**src/rtl/dma_pkg.sv**
```systemverilog
// Shared definitions for the DMA transfer sequencer: one-hot state encoding
// and chunk geometry constants.
package dma_pkg;

    localparam int unsigned CHUNK_BYTES  = 16;
    localparam int unsigned CHUNK_SHIFT  = 4;
    localparam logic        DIR_DISK2MEM = 1'b1;

    typedef enum logic [5:0] {
        StIdle  = 6'b000001,
        StFetch = 6'b000010,
        StReq   = 6'b000100,
        StStore = 6'b001000,
        StAdv   = 6'b010000,
        StFin   = 6'b100000
    } state_t;

endpackage

```
**src/rtl/dma_chunk_counter.sv**
```systemverilog
// Chunk address, disk-buffer index and remaining-chunk counter for one transfer.
module dma_chunk_counter #(
    parameter int unsigned CNT_W = 9
) (
    input  logic             clk,
    input  logic             rst_n,
    input  logic             load,
    input  logic             step,
    input  logic [11:0]      load_addr,
    input  logic [CNT_W-1:0] load_cnt,
    output logic [11:0]      addr,
    output logic [7:0]       idx,
    output logic             last
);

    logic [11:0]      addr_q;
    logic [7:0]       idx_q;
    logic [CNT_W-1:0] rem_q;

    always_ff @(posedge clk or negedge rst_n) begin
        if (!rst_n) begin
            addr_q <= '0;
            idx_q  <= '0;
            rem_q  <= '0;
        end else if (load) begin
            addr_q <= load_addr;
            idx_q  <= '0;
            rem_q  <= load_cnt;
        end else if (step) begin
            // Address wraps modulo 64 KiB without complaint.
            addr_q <= addr_q + 12'd1;
            idx_q  <= idx_q + 8'd1;
            rem_q  <= rem_q - CNT_W'(1);
        end
    end

    assign addr = addr_q;
    assign idx  = idx_q;
    assign last = (rem_q == CNT_W'(1));

endmodule

```
**src/rtl/dma_xfer_sequencer.sv**
```systemverilog
// Splits one block-transfer command into 16-byte chunk requests for the bus
// controller, moving each chunk to or from the local disk buffer.
module dma_xfer_sequencer
    import dma_pkg::*;
#(
    parameter int unsigned CHUNK_BYTES = 16,
    parameter int unsigned CNT_W       = 9
) (
    input  logic         BUS_CLK,
    input  logic         RST,
    input  logic         START,
    input  logic         DIR,
    input  logic [15:0]  MEM_ADDR,
    input  logic [11:0]  XFER_SIZE,
    output logic         BUSY,
    output logic         DONE,
    output logic [7:0]   DISK_IDX,
    input  logic [127:0] DISK_RD_DATA,
    output logic [127:0] DISK_WR_DATA,
    output logic         DISK_WE,
    output logic         MOD_EN,
    output logic         MOD_WR,
    output logic [15:0]  MOD_A,
    output logic [127:0] MOD_WRITE_DATA,
    input  logic [127:0] MOD_READ_DATA,
    input  logic         MOD_R
);

    state_t       state_q, state_d;
    logic         dir_q;
    logic [127:0] wr_data_q;
    logic [127:0] rd_data_q;
    logic         load, step, last;
    logic [11:0]  chunk_addr;
    logic [7:0]   idx;
    logic [12:0]  size_round;
    logic [CNT_W-1:0] n_chunks;
    logic         unused_addr_lsbs;

    assign unused_addr_lsbs = ^MEM_ADDR[CHUNK_SHIFT-1:0];

    // Round the byte count up to whole chunks; 4095 bytes gives 256.
    assign size_round = {1'b0, XFER_SIZE} + 13'(CHUNK_BYTES - 1);
    assign n_chunks   = CNT_W'(size_round >> CHUNK_SHIFT);

    dma_chunk_counter #(
        .CNT_W (CNT_W)
    ) u_counter (
        .clk       (BUS_CLK),
        .rst_n     (RST),
        .load      (load),
        .step      (step),
        .load_addr (MEM_ADDR[15:CHUNK_SHIFT]),
        .load_cnt  (n_chunks),
        .addr      (chunk_addr),
        .idx       (idx),
        .last      (last)
    );

    always_comb begin
        state_d = state_q;
        load    = 1'b0;
        step    = 1'b0;
        unique case (state_q)
            StIdle: begin
                if (START) begin
                    load = 1'b1;
                    if (XFER_SIZE == 12'd0)        state_d = StFin;
                    else if (DIR == DIR_DISK2MEM)  state_d = StFetch;
                    else                           state_d = StReq;
                end
            end
            StFetch: state_d = StReq;
            StReq: begin
                if (MOD_R) state_d = (dir_q == DIR_DISK2MEM) ? StAdv : StStore;
            end
            StStore: state_d = StAdv;
            StAdv: begin
                step = 1'b1;
                if (last)                       state_d = StFin;
                else if (dir_q == DIR_DISK2MEM) state_d = StFetch;
                else                            state_d = StReq;
            end
            StFin:   state_d = StIdle;
            default: state_d = StIdle;
        endcase
    end

    always_ff @(posedge BUS_CLK or negedge RST) begin
        if (!RST) begin
            state_q   <= StIdle;
            dir_q     <= 1'b0;
            wr_data_q <= '0;
            rd_data_q <= '0;
        end else begin
            state_q <= state_d;
            if (load) dir_q <= DIR;
            if (state_q == StFetch) wr_data_q <= DISK_RD_DATA;
            if (state_q == StReq && MOD_R && dir_q != DIR_DISK2MEM) rd_data_q <= MOD_READ_DATA;
        end
    end

    // Outputs decode registered state only, so reset clears them asynchronously.
    assign BUSY           = (state_q != StIdle) && (state_q != StFin);
    assign DONE           = (state_q == StFin);
    assign MOD_EN         = (state_q == StReq);
    assign MOD_WR         = dir_q;
    assign MOD_A          = {chunk_addr, {CHUNK_SHIFT{1'b0}}};
    assign MOD_WRITE_DATA = wr_data_q;
    assign DISK_IDX       = idx;
    assign DISK_WE        = (state_q == StStore);
    assign DISK_WR_DATA   = rd_data_q;

endmodule

```
**config.mk**
```make
export PLATFORM = sky130hd
export DESIGN_NAME = dma_xfer_sequencer
export DESIGN_NICKNAME = d
export VERILOG_FILES = /design/src/rtl/dma_pkg.sv /design/src/rtl/dma_chunk_counter.sv /design/src/rtl/dma_xfer_sequencer.sv
export SDC_FILE = /design/constraint.sdc
export NUM_CORES = 1
export LEC_CHECK = 0
export BUFFER_PORTS_ARGS = -buffer_cell sky130_fd_sc_hd__buf_2
export CAP_MARGIN = 10
export CORE_AREA = 3 3 222 224
export CTS_CLUSTER_SIZE = 16
export DETAILED_ROUTE_END_ITERATION = 10
export DIE_AREA = 0 0 225 227
export PLACE_DENSITY = 0.6
export SLEW_MARGIN = 5
export SYNTH_ARGS = -nofsm -noshare
export SYNTH_HDL_FRONTEND = slang
export SYNTH_SLANG_ARGS = --single-unit
```
**constraint.sdc**
```tcl
create_clock -name BUS_CLK -period 5.75 [get_ports BUS_CLK]
set_input_delay 0 -clock BUS_CLK [delete_from_list [all_inputs] [get_ports BUS_CLK]]
set_output_delay 0 -clock BUS_CLK [all_outputs]
set_load 0.03 [all_outputs]
```
==> impl_metrics.py <==
metrics = {
    "power_and_ir_drop": {
        "share_comb_of_total_power_pct": 46.1,
        "powerDensity_nw_per_um2": 554,
        "power.switching_w": 0.00451,
        "p_seq_share_pct": 34.6,
        "p_clk_share_pct": 19.3,
        "vdd_drop_max_v": 0.000407,
        "swShare_pct": 42.9,
        "p_int_w": 0.00600,
        "total_power_w": 0.0105,
        "p_leak_nw": 9.37,
    },
    "synth": {
        "yosysTopAreaCell": "dfrtp_1",
        "ys_ff_latch": 292,
        "postSynthAreaPerCell_um2": 14.7,
        "async_flop_share_pct": 100,
        "yosysUniqueCellTypes": 46,
        "syn_inst": 787,
        "synth_seq_area_share_pct": 63.0,
        "synth_area_leaders": "dfrtp_1 (63%), mux2_2 (25%), xor2_1 (1.2%), buf_2 (1.0%), xnor2_1 (0.98%)",
        "ys.flop_type": "dfrtp_1",
        "ys_warn_count": 0,
        "syn-cell-area_um2": 11600,
        "netlist.area_leader.share_pct": 62.8,
        "synth_edf_count": 0,
    },
    "setup_path": {
        "crit_path_end_kind": "flop",
        "required_ns": 6.15,
        "critPathMaxFanout": 51,
        "critPathArrivalTime_ns": 3.43,
        "startpoint_type": "flop",
        "path_class": "reg2reg",
    },
    "route": {
        "remaining_drc_errors": 0,
        "wirelength_mm": 37.6,
        "ant_nets": 0,
        "vias_per_cell": 4.28,
        "vias": 9744,
        "first_pass_iters": 4,
        "wl_per_cell_um": 16.5,
        "drt-initial-drc-count": 396,
    },
    "clocking": {
        "post_cts_buffers": 0,
        "ctsResizeCount": 0,
        "h-tree-depth": 2,
        "clock_sinks": 292,
        "cts-root-buf": "clkbuf_16",
        "clk_pin_slew_ns": 0.06,
        "cts_tree": "yes",
        "numCtsBuffers": 34,
        "hold_buffers": 284,
        "clockBufferDepth": 3,
        "insertion_delay_ns": 0.52,
    },
    "die": {
        "die_w_um": 225,
        "dieArea_um2": 51100,
        "start_util_pct": 24.4,
        "die_y_um": 227,
        "io_pins": 574,
        "core_area_um2": 47500,
        "row_count": 80,
    },
    "sta": {
        "finalHoldViolations": 0,
        "fin_tns_setup_ns": 0,
        "clock.fmax_ghz": 0.329,
        "holdWs_ns": 0.0265,
        "setup_violations": 0,
        "slew_headroom_pct": 19.9,
        "maxSlewViolCount": 0,
        "finClkSkew_ns": 0.0144,
        "fin_crit_sh_pct": 52.8,
        "fin_ws_ns": 2.71,
        "period_minus_slack_ns": 3.04,
        "max_slew.worst_pin.slew_ns": 1.19,
        "rsz0062_at_grt": "no",
    },
    "final_layout": {
        "n_fill_cell": 4402,
        "fin_area_um2": 19000,
        "layout-drive-gt1-share_pct": 53.3,
        "final_common_cell": "buf_2",
        "ff_latch_area_um2": 7310,
        "final_cell_mix": "buf_2 (564), dfrtp_1 (291), dlygate4sd3_1 (284)",
        "multi_input_area_um2": 4070,
        "area_delta_synth_final_pct": 63.5,
        "nets": 1931,
    },
    "placed_design": {
        "dp.final_hpwl_mm": 25.5,
        "place.gp.congestion": 0.799,
        "io_buffer_count": 565,
        "post-place-ws_ns": 2.74,
        "placed_cell_area_um2": 15100,
    },
    "grt": {
        "gr-total-overflow": 0,
        "grt_pass1_wl_mm": 57.6,
        "antenna_found_initial": 1,
        "grt_pass1_vias": 10900,
        "track_usage_pct": 14.1,
        "grt_start_max_net_pins": 160,
    },
    "outcome": {
        "status": "finished, final reports clean",
    },
    "min_path": {
        "hp-class": "in2async",
    },
    "flow_run": {
        "cap_violations": 0,
    },
}
-- cells by family (layout without fill, tap and decap cells) --
kind of cell / count (synthesis) / count (layout) / share of synthesized area, %
AO/OA/AOI/OAI: 33 / 33 / 1.77
XOR/XNOR: 29 / 29 / 2.19
adder cells (fa/ha/maj): 4 / 4 / 0.431
buffers and inverters: 49 / 917 / 2.04
flip-flops: 292 / 292 / 63.0
multiplexers: 259 / 259 / 25.1
other: 1 / 5 / 0.0323
AND/OR/NAND/NOR: 120 / 120 / 5.44
-- cells in the mapped netlist, types with 2 or more instances --
cell type,count
a221o_1,2
and4_1,5
mux2i_1,2
nand2b_1,2
ha_1,4
nor3_1,12
or3_1,3
mux2_2,257
o21ai_0,11
or4_1,2
a211oi_1,2
nor4_1,9
nand3_1,11
inv_1,5
xor2_1,16
nor3b_1,3
and3_1,4
nand4_1,7
dfrtp_1,291
nor2_1,24
buf_4,4
xnor2_1,13
buf_2,24
a21oi_1,8
nor2b_1,2
clkbuf_1,14
nand2_1,28
a31oi_1,3
nand3b_1,2
-- per-layer routing --
metal / global-route usage, % / up-vias / wire [µm]
li1: - / 4479 / -
met1: 15.1 / 4782 / 13700
met2: 25.9 / 389 / 19800
met3: 4.22 / 94 / 2690
met4: 5.91 / 0 / 1450
met5: 0 / - / 0
-- critical path, stage by stage, from the launching register on --
cell	delay (ns)
dfrtp_1	0.46
or4b_1	0.57
nor3_2	0.15
buf_4	0.57
buf_4	0.64
mux2_2	0.42
-- cell type report --
class	instances	share of cell area [%]
multi-input combinational	449	21.5
antenna	1	0.0132
clock buffer	45	4.97
timing repair buffer	856	30.4
inverter	5	0.0990
tap	615	4.06
sequential	292	38.5
clock inverter	11	0.475
-- path summary, 6_finish.rpt --
path	slack, ns	start	endpoint	depth (start not counted)
max in group asynchronous	4.38	RST	DISK_WR_DATA[60]$_DFFE_PN0P_	3
max reg2reg	2.71	state_q[3]$_DFFE_PN0P_	MOD_WRITE_DATA[22]$_DFFE_PN0P_	5
min in group BUS_CLK	0.06	XFER_SIZE[0]	state_q[5]$_DFFE_PN0P_	5
min	0.03	RST	DISK_WR_DATA[5]$_DFFE_PN0P_	2
min reg2reg	0.50	DISK_WR_DATA[115]$_DFFE_PN0P_	DISK_WR_DATA[115]$_DFFE_PN0P_	1
max	2.71	state_q[3]$_DFFE_PN0P_	MOD_WRITE_DATA[22]$_DFFE_PN0P_	5
-- sequential cells by signal (all words and copies together) (netlist names) --
register / cells
MOD_WRITE_DATA: 128
u_counter.rem_q: 9
DISK_WR_DATA: 128
u_counter.idx: 8
state_q: 6
MOD_WR: 1
u_counter.addr: 12
-- power groups by stage --
| stage | clock network [W] | registers (W) | logic, W |
|---|---|---|---|
| floorplan | 0 | 0.00548 | 0.00127 |
| finish | 0.00202 | 0.00364 | 0.00484 |
| global placement | 0 | 0.00359 | 0.00465 |
| CTS | 0.00211 | 0.00362 | 0.00487 |
| detailed placement | 0 | 0.00363 | 0.00471 |
| global route | 0.00218 | 0.00377 | 0.00511 |
-- metrics by stage --
stage                     util (%)  cells
final                         39.9   2274
after global routing          39.9   2273
after CTS                     39.9   2273
after detailed placement      31.7   1933
after global placement        31.7   1933
after floorplan                  -    790
(Power assumes the default switching activity.)
